## config.mk

```make
export PLATFORM = sky130hd
export DESIGN_NAME = vmem_sched
export DESIGN_NICKNAME = d
export VERILOG_FILES = /design/src/rtl/vmem_sched_pkg.sv /design/src/rtl/vmem_rr_arb.sv /design/src/rtl/vmem_sched.sv
export SDC_FILE = /design/constraint.sdc
export NUM_CORES = 1
export LEC_CHECK = 0
export CAP_MARGIN = 20
export CORE_AREA = 2 2 245 247
export CTS_BUF_LIST = sky130_fd_sc_hd__clkbuf_4
export CTS_CLUSTER_DIAMETER = 100
export DETAILED_ROUTE_END_ITERATION = 12
export DIE_AREA = 0 0 247 249
export GPL_ROUTABILITY_DRIVEN = 0
export PLACE_DENSITY = 0.41
export SYNTH_ARGS = -nofsm -noshare
export SYNTH_HDL_FRONTEND = slang
export SYNTH_SLANG_ARGS = --single-unit
export TNS_END_PERCENT = 10
```

## constraint.sdc

```tcl
create_clock -name clk -period 3 [get_ports clk]
set_clock_uncertainty 0.15 [all_clocks]
set_input_delay 0.6 -clock clk [delete_from_list [all_inputs] [get_ports clk]]
set_output_delay 0.6 -clock clk [all_outputs]
set_load 0.01 [all_outputs]
```

## src/rtl/vmem_sched_pkg.sv

```systemverilog
// vmem_sched_pkg: shared state encoding and requester IDs for the vector memory scheduler.
package vmem_sched_pkg;
  typedef enum logic [1:0] {
    IDLE  = 2'd0,
    HOST  = 2'd1,
    BURST = 2'd2,
    DONE  = 2'd3
  } state_t;
  localparam logic REQ_HOST = 1'b0;
  localparam logic REQ_ENG  = 1'b1;
endpackage

```

## src/rtl/vmem_rr_arb.sv

```systemverilog
// vmem_rr_arb: 2-way round-robin pick between host and engine; the last-winner register lives in the caller.
module vmem_rr_arb
  import vmem_sched_pkg::*;
(
  input  logic       req_host,
  input  logic       req_eng,
  input  logic       last,
  output logic [1:0] gnt
);
  always_comb begin
    gnt = '0;
    gnt[REQ_HOST] = req_host && (!req_eng || last == REQ_ENG);
    gnt[REQ_ENG] = req_eng && (!req_host || last == REQ_HOST);
  end
endmodule

```

## src/rtl/vmem_sched.sv

```systemverilog
// vmem_sched: shares one vector-memory port between host scalar accesses and engine bursts.
// Optional VMEM_SCHED_ABORT_EN adds eng_abort_i / eng_aborted_o to cut a burst short.
module vmem_sched
  import vmem_sched_pkg::*;
#(
  parameter int DATA_WIDTH = 16,
  parameter int ADDR_WIDTH = 10,
  parameter int VMAX       = 8,
  parameter int LEN_WIDTH  = 8
) (
  input  logic                       clk,
  input  logic                       rst_n,
  input  logic                       host_req_i,
  input  logic                       host_we_i,
  input  logic [ADDR_WIDTH-1:0]      host_addr_i,
  input  logic [DATA_WIDTH-1:0]      host_wdata_i,
  output logic                       host_gnt_o,
  output logic                       host_rvalid_o,
  output logic [DATA_WIDTH-1:0]      host_rdata_o,
  input  logic                       eng_start_i,
  input  logic                       eng_we_i,
  input  logic [ADDR_WIDTH-1:0]      eng_base_i,
  input  logic [LEN_WIDTH-1:0]       eng_len_i,
  input  logic                       eng_ready_i,
  input  logic [DATA_WIDTH*VMAX-1:0] eng_wdata_i,
  output logic                       eng_busy_o,
  output logic                       eng_rvalid_o,
  output logic [DATA_WIDTH*VMAX-1:0] eng_rdata_o,
  output logic                       eng_done_o,
  output logic [ADDR_WIDTH-1:0]      mem_waddr_o,
  output logic [ADDR_WIDTH-1:0]      mem_raddr_o,
  output logic                       mem_is_working_o,
  output logic                       mem_wen_o,
  output logic                       mem_ren_o,
  output logic [DATA_WIDTH-1:0]      mem_wdata_scalar_o,
  output logic [DATA_WIDTH*VMAX-1:0] mem_wdata_vector_o,
`ifdef VMEM_SCHED_ABORT_EN
  input  logic                       eng_abort_i,
  output logic                       eng_aborted_o,
`endif
  input  logic [DATA_WIDTH*VMAX-1:0] mem_rdata_i
);
  localparam int VW = DATA_WIDTH * VMAX;
  state_t state, state_d;
  logic [1:0] gnt;
  logic last_q, accept, abort, last_beat;
  logic h_we_q, e_we_q;
  logic [ADDR_WIDTH-1:0] h_addr_q, e_base_q, beat_addr;
  logic [DATA_WIDTH-1:0] h_wdata_q, rdata_q;
  logic [LEN_WIDTH-1:0] e_len_q, beat_q;
  logic rvalid_q, h_wr, h_rd, b_wr, b_rd;

  vmem_rr_arb u_arb (
    .req_host(host_req_i),
    .req_eng (eng_start_i),
    .last    (last_q),
    .gnt     (gnt)
  );

  assign accept = state == IDLE && |gnt;
  assign beat_addr = e_base_q + ADDR_WIDTH'(32'(beat_q) * VMAX);
  assign last_beat = beat_q == e_len_q - LEN_WIDTH'(1);
  assign h_wr = state == HOST && h_we_q;
  assign h_rd = state == HOST && !h_we_q;
  assign b_wr = state == BURST && e_we_q;
  assign b_rd = state == BURST && !e_we_q;

`ifdef VMEM_SCHED_ABORT_EN
  logic aborted_q;
  assign abort = state == BURST && eng_abort_i;
  assign eng_aborted_o = aborted_q;
  // abort always lands in DONE next cycle, so a one-cycle flag lines up with eng_done_o
  always_ff @(posedge clk or negedge rst_n)
    if (!rst_n) aborted_q <= 1'b0;
    else aborted_q <= abort;
`else
  assign abort = 1'b0;
`endif

  always_ff @(posedge clk or negedge rst_n)
    if (!rst_n) state <= IDLE;
    else state <= state_d;

  always_comb begin
    state_d = state;
    case (state)
      IDLE:    state_d = gnt[REQ_HOST] ? HOST : gnt[REQ_ENG] ? (eng_len_i == '0 ? DONE : BURST) : IDLE;
      HOST:    state_d = IDLE;
      BURST:   state_d = (abort || (eng_ready_i && last_beat)) ? DONE : BURST;
      default: state_d = IDLE;
    endcase
  end

  always_ff @(posedge clk or negedge rst_n)
    if (!rst_n) begin
      last_q    <= REQ_ENG;
      h_we_q    <= 1'b0;
      h_addr_q  <= '0;
      h_wdata_q <= '0;
      e_we_q    <= 1'b0;
      e_base_q  <= '0;
      e_len_q   <= '0;
      beat_q    <= '0;
      rvalid_q  <= 1'b0;
      rdata_q   <= '0;
    end else begin
      if (accept) last_q <= gnt[REQ_ENG] ? REQ_ENG : REQ_HOST;
      if (state == IDLE && gnt[REQ_HOST]) begin
        h_we_q    <= host_we_i;
        h_addr_q  <= host_addr_i;
        h_wdata_q <= host_wdata_i;
      end
      if (state == IDLE && gnt[REQ_ENG]) begin
        e_we_q   <= eng_we_i;
        e_base_q <= eng_base_i;
        e_len_q  <= eng_len_i;
        beat_q   <= '0;
      end else if (state == BURST && eng_ready_i) beat_q <= beat_q + LEN_WIDTH'(1);
      rvalid_q <= h_rd;
      rdata_q  <= h_rd ? mem_rdata_i[VW-1 -: DATA_WIDTH] : '0;
    end

  always_comb begin
    host_gnt_o         = state == HOST;
    host_rvalid_o      = rvalid_q;
    host_rdata_o       = rdata_q;
    eng_busy_o         = state == BURST || state == DONE;
    eng_done_o         = state == DONE;
    eng_rvalid_o       = b_rd;
    eng_rdata_o        = b_rd ? mem_rdata_i : '0;
    mem_is_working_o   = state == BURST;
    mem_wen_o          = h_wr || (b_wr && eng_ready_i && !abort);
    mem_ren_o          = h_rd || b_rd;
    mem_waddr_o        = h_wr ? h_addr_q : b_wr ? beat_addr : '0;
    mem_raddr_o        = h_rd ? h_addr_q : b_rd ? beat_addr : '0;
    mem_wdata_scalar_o = h_wr ? h_wdata_q : '0;
    mem_wdata_vector_o = b_wr ? eng_wdata_i : '0;
  end
endmodule

```

==> results by group <==
GRT
  – Via count of the first global-routing pass: approximately 7400
  – Initial antenna violation count: 30
  – Global-route wire length before repair: 62100 um
  – Final global-route overflow total: 0
  – Overall global routing resource usage: 0.145
  – Maximum number of pins on one net before global-route repair: 130

Route
  – Post-route met1 wirelength: 19500 um
  – First-pass iteration count of the detailed router: 5
  – Number of remaining DRC errors: 0
  – Met2 Wirelength: 21500 um
  – Final routed wirelength across all metal layers: ~47000 um
  – Per-cell via count in the routed design: around 3.6
  – Met3 Routed Length: 5110 um
  – Routed wire per std cell: 23.3 um
  – Total via count after detailed routing: 7267
  – Number of design-rule violations left by the first detailed-router iteration: 323
  – Count of antenna-violating nets left after detailed routing: 0
  – Top layer in use: met5

Critical path
  – Crit. End Element: output port
  – Required @ worst endpoint: 2250 ps
  – Reg2Reg Depth: 5
  – Slack of the worst reg-to-reg path: 880 ps
  – Largest stage delay on the critical path: 410 ps
  – Destination of the worst register-to-register timing path: e_len_q[3]
  – Critical path peak fanout: 2
  – List of cells traversed by the critical path: ha_2 -> fa_2 -> buf_6 -> a211oi_2 -> o21bai_1 -> a21oi_2 -> xnor2_2 -> o21ai_2 -> buf_12
  – Source of the worst register-to-register timing path: state[1]
  – Worst Setup Start Kind: register
  – Arrival time at the worst endpoint: about 2500 ps
  – Category of the most critical setup path: reg2out
  – Slowest cell on the critical path: dfrtp_1

Synth
  – Number of synthesis warnings: 0
  – Net count of the mapped netlist: 924
  – Simple-Gate Fraction of Synth Area: 0.396
  – Mean cell area of the mapped netlist: 8.96 um^2
  – Most numerous cell in the Yosys netlist: and2_1
  – Portion of netlist area occupied by mux cells: 0.0964
  – Proportion of synthesized flip-flops having asynchronous set or reset: 1.00
  – Largest family of logic cells by synthesized area: simple AND/OR/NAND/NOR gates
  – Number of synthesized flops with an enable pin: 0
  – Xor-xnor portion of the synthesized cell area: 0.0321
  – Share of synthesized area occupied by flip-flops and latches: 0.340
  – Biggest area contributors in the synthesized netlist: dfrtp_1 34%, and2_1 17%, and3_1 17%
  – Complex-gate fraction of the synthesized area: 0.0606
  – Synthesized-area fraction occupied by adder cells: 0.0220
  – Number of library cell types mapped by synthesis: 44
  – Top cells by count, synth: 148 x and2_1, 147 x and3_1, 73 x dfrtp_1
  – Top flip-flop cell by instance count after synthesis: dfrtp_1
  – Synth area leader: dfrtp_1
  – Area fraction of the dominant cell type after synthesis: 0.335
  – Post-synthesis cell count: 608
  – Number of synthesized register bits: 74
  – Cell area after technology mapping: approximately 0.0055 mm^2

Floorplan
  – Die span in x: 247 um
  – Vertical die dimension: 249 um
  – Core Box Area: 0.0587 mm^2
  – Cell Rows: 89
  – Effective utilization at floorplan: 0.0929
  – Ports: 623
  – Die Footprint: 0.0615 mm^2

STA
  – Hold Fails Final Rpt: 0
  – Least setup slack across all paths after layout: -259 ps
  – Period Utilization, post-route: 1.09
  – Hold slack final: 369 ps
  – Time the worst path needs with I/O delays and setup: between 3000 and 4000 ps
  – Slew at the pin closest to its max-slew limit: 527 ps
  – Peak clock frequency supported by timing: approximately 310 MHz
  – Setup repair after global routing missed its margin: yes
  – Total Negative Setup Slacks: -1020 ps
  – Total count of max-transition violations in the final report: 0
  – Slew HR: 0.648
  – Setup violators final: 9

Power
  – Net switching share of the total power: 0.455
  – Cell internal power dissipation: 5840 uW
  – Fraction of power consumed by sequential logic: 0.154
  – Psw: 4870 uW
  – Cell area power density: 822 mW/mm^2
  – Part of the total power dissipated in the clock network: 0.065
  – Part of the total power dissipated in combinational logic: 0.781
  – Static power due to leakage: between 0.006 and 0.007 uW
  – Peak VDD IR: 0.386 mV

Hold path
  – Worst hold-check path type: reg2reg
  – Launch point of the worst hold path: h_wdata_q[15]
  – WHS Endpoint: h_wdata_q[15]
  – Cell depth of the worst hold path: 1

Layout
  – Area of the multi-input gates: 0.00338 mm^2
  – Fraction of final layout cells sized beyond drive strength 1: 0.128
  – Sequential cell area in the final layout: 0.00186 mm^2
  – Area Overhead vs Synth: 139%
  – Fill cell count: 6472
  – Nets@finish: 1547

CTS
  – Clock transition at the registers of the reported paths: ~150 ps
  – CTS Buf Count: 9
  – TritonCTS sink count: 74
  – Clock tree from TritonCTS: built
  – Root cell of the clock tree: clkbuf_4
  – Total number of H-tree levels: 3
  – Max clock buf depth: 2
  – Source-to-sink clock delay at the later pin of the worst-skew pair: around 460 ps

Outcome
  – Run status: finished with violations
  – Violations in the final reports: negative setup slack

Place
  – Sum of net half-perimeters after detailed placement: 39900 um
  – Port Buffers: 622

Job
  – Max-cap check violation count: 0
-- power by group through the flow --
stage / clock network (uW) / registers, uW / logic [uW]
after floorplan: 0 / 1630 / 3660
after global placement: 0 / 1670 / 8910
after detailed placement: 0 / 1680 / 8870
after CTS: 752 / 1650 / 8430
after global routing: 787 / 1700 / 9060
final: 701 / 1650 / 8360
-- flip-flops by register name, indices dropped and copies added, names as in the netlist, 2 cells and up --
register	flops
h_wdata_q	16
host_rdata_o	16
e_base_q	10
h_addr_q	10
beat_q	8
e_len_q	8
state	2
-- cell type report --
| cell class | count | share of cell area |
|---|---|---|
| Timing Repair Buffer | 670 | 0.510 |
| Multi-Input combinational cell | 473 | 0.260 |
| Sequential cell | 74 | 0.143 |
| Tap cell | 773 | 0.0743 |
| Clock buffer | 10 | 0.00576 |
| Clock inverter | 6 | 0.00557 |
| Antenna cell | 8 | 0.00154 |
| Inverter | 3 | 0.000961 |
-- timing repair --
item / in CTS / in global routing
hold buffers: 1 / 0
pin swaps: 12 / 9
cloned: 2 / 1
hold endpoints to repair: 24 / 0
gates resized for setup: 270 / 89
buffers inserted: 9 / 4
setup endpoints to repair: 269 / 78
-- kinds of logic after synthesis --
logic type	count (synthesis)
buffers and inverters	61
AND/OR/NAND/NOR	351
flip-flops	74
adder cells (fa/ha/maj)	9
multiplexers	47
AO/OA/AOI/OAI	46
XOR/XNOR	20
-- critical path: cells and delay by family (launching register included) --
| family | cells | cell delay (ps) |
|---|---|---|
| fa+ha+maj | 2 | 560 |
| compound gates | 4 | 710 |
| xor+xnor | 1 | 100 |
| flops | 1 | 410 |
| buf+inv | 2 | 270 |
-- stage by stage --
stage | setup slack [ps] | instance area, um^2 | std cells | power, uW | utilization
2_1_floorplan | 338 | 5450 | 608 | 5290 | -
3_3_place_gp | -170 | 12800 | 1977 | 10600 | 0.218
3_5_place_dp | -137 | 12800 | 1977 | 10500 | 0.218
4_1_cts | -366 | 12900 | 2004 | 10800 | 0.219
5_1_grt | -448 | 13000 | 2015 | 11600 | 0.222
6_report | -259 | 13000 | 2017 | 10700 | 0.222
-- worst max-delay path by stage --
stage           startpoint              to  slack [ps]  depth (start not counted)
3_3_place_gp   e_base_q[3]  mem_raddr_o[9]        -170                         10
6_report         beat_q[0]  mem_raddr_o[9]        -260                          9
2_1_floorplan    beat_q[0]  mem_raddr_o[9]         340                          7
4_1_cts          beat_q[0]  mem_raddr_o[9]        -370                          9
3_5_place_dp   e_base_q[3]  mem_raddr_o[9]        -140                         10
5_1_grt          beat_q[0]  mem_raddr_o[9]        -450                          9
-- placed cells by master, fill, tap and decap left out, drive strengths merged, types with 4 or more instances in the layout --
cell type | synthesis | final
clkdlybuf4s50 | 0 | 346
dlygate4sd2 | 0 | 190
and2 | 148 | 148
and3 | 147 | 147
dfrtp | 73 | 73
buf | 26 | 59
mux2 | 44 | 44
dlymetal6s2s | 0 | 36
clkbuf | 32 | 24
clkdlybuf4s15 | 0 | 23
a22o | 16 | 16
nor2 | 15 | 15
nand2 | 10 | 10
xnor2 | 10 | 10
xor2 | 10 | 10
diode | 0 | 8
ha | 8 | 8
a21oi | 8 | 8
o21ai | 7 | 7
nand2b | 6 | 6
nand3 | 5 | 5
inv | 3 | 5
a21o | 4 | 4
-- per-layer routing --
layer / track usage / vias to the layer above
met5: 0 / -
met4: 0.0305 / 8
met3: 0.0609 / 45
met2: 0.234 / 408
met1: 0.179 / 3463
li1: - / 3343
Note: power is estimated with default switching activity, not from simulation.
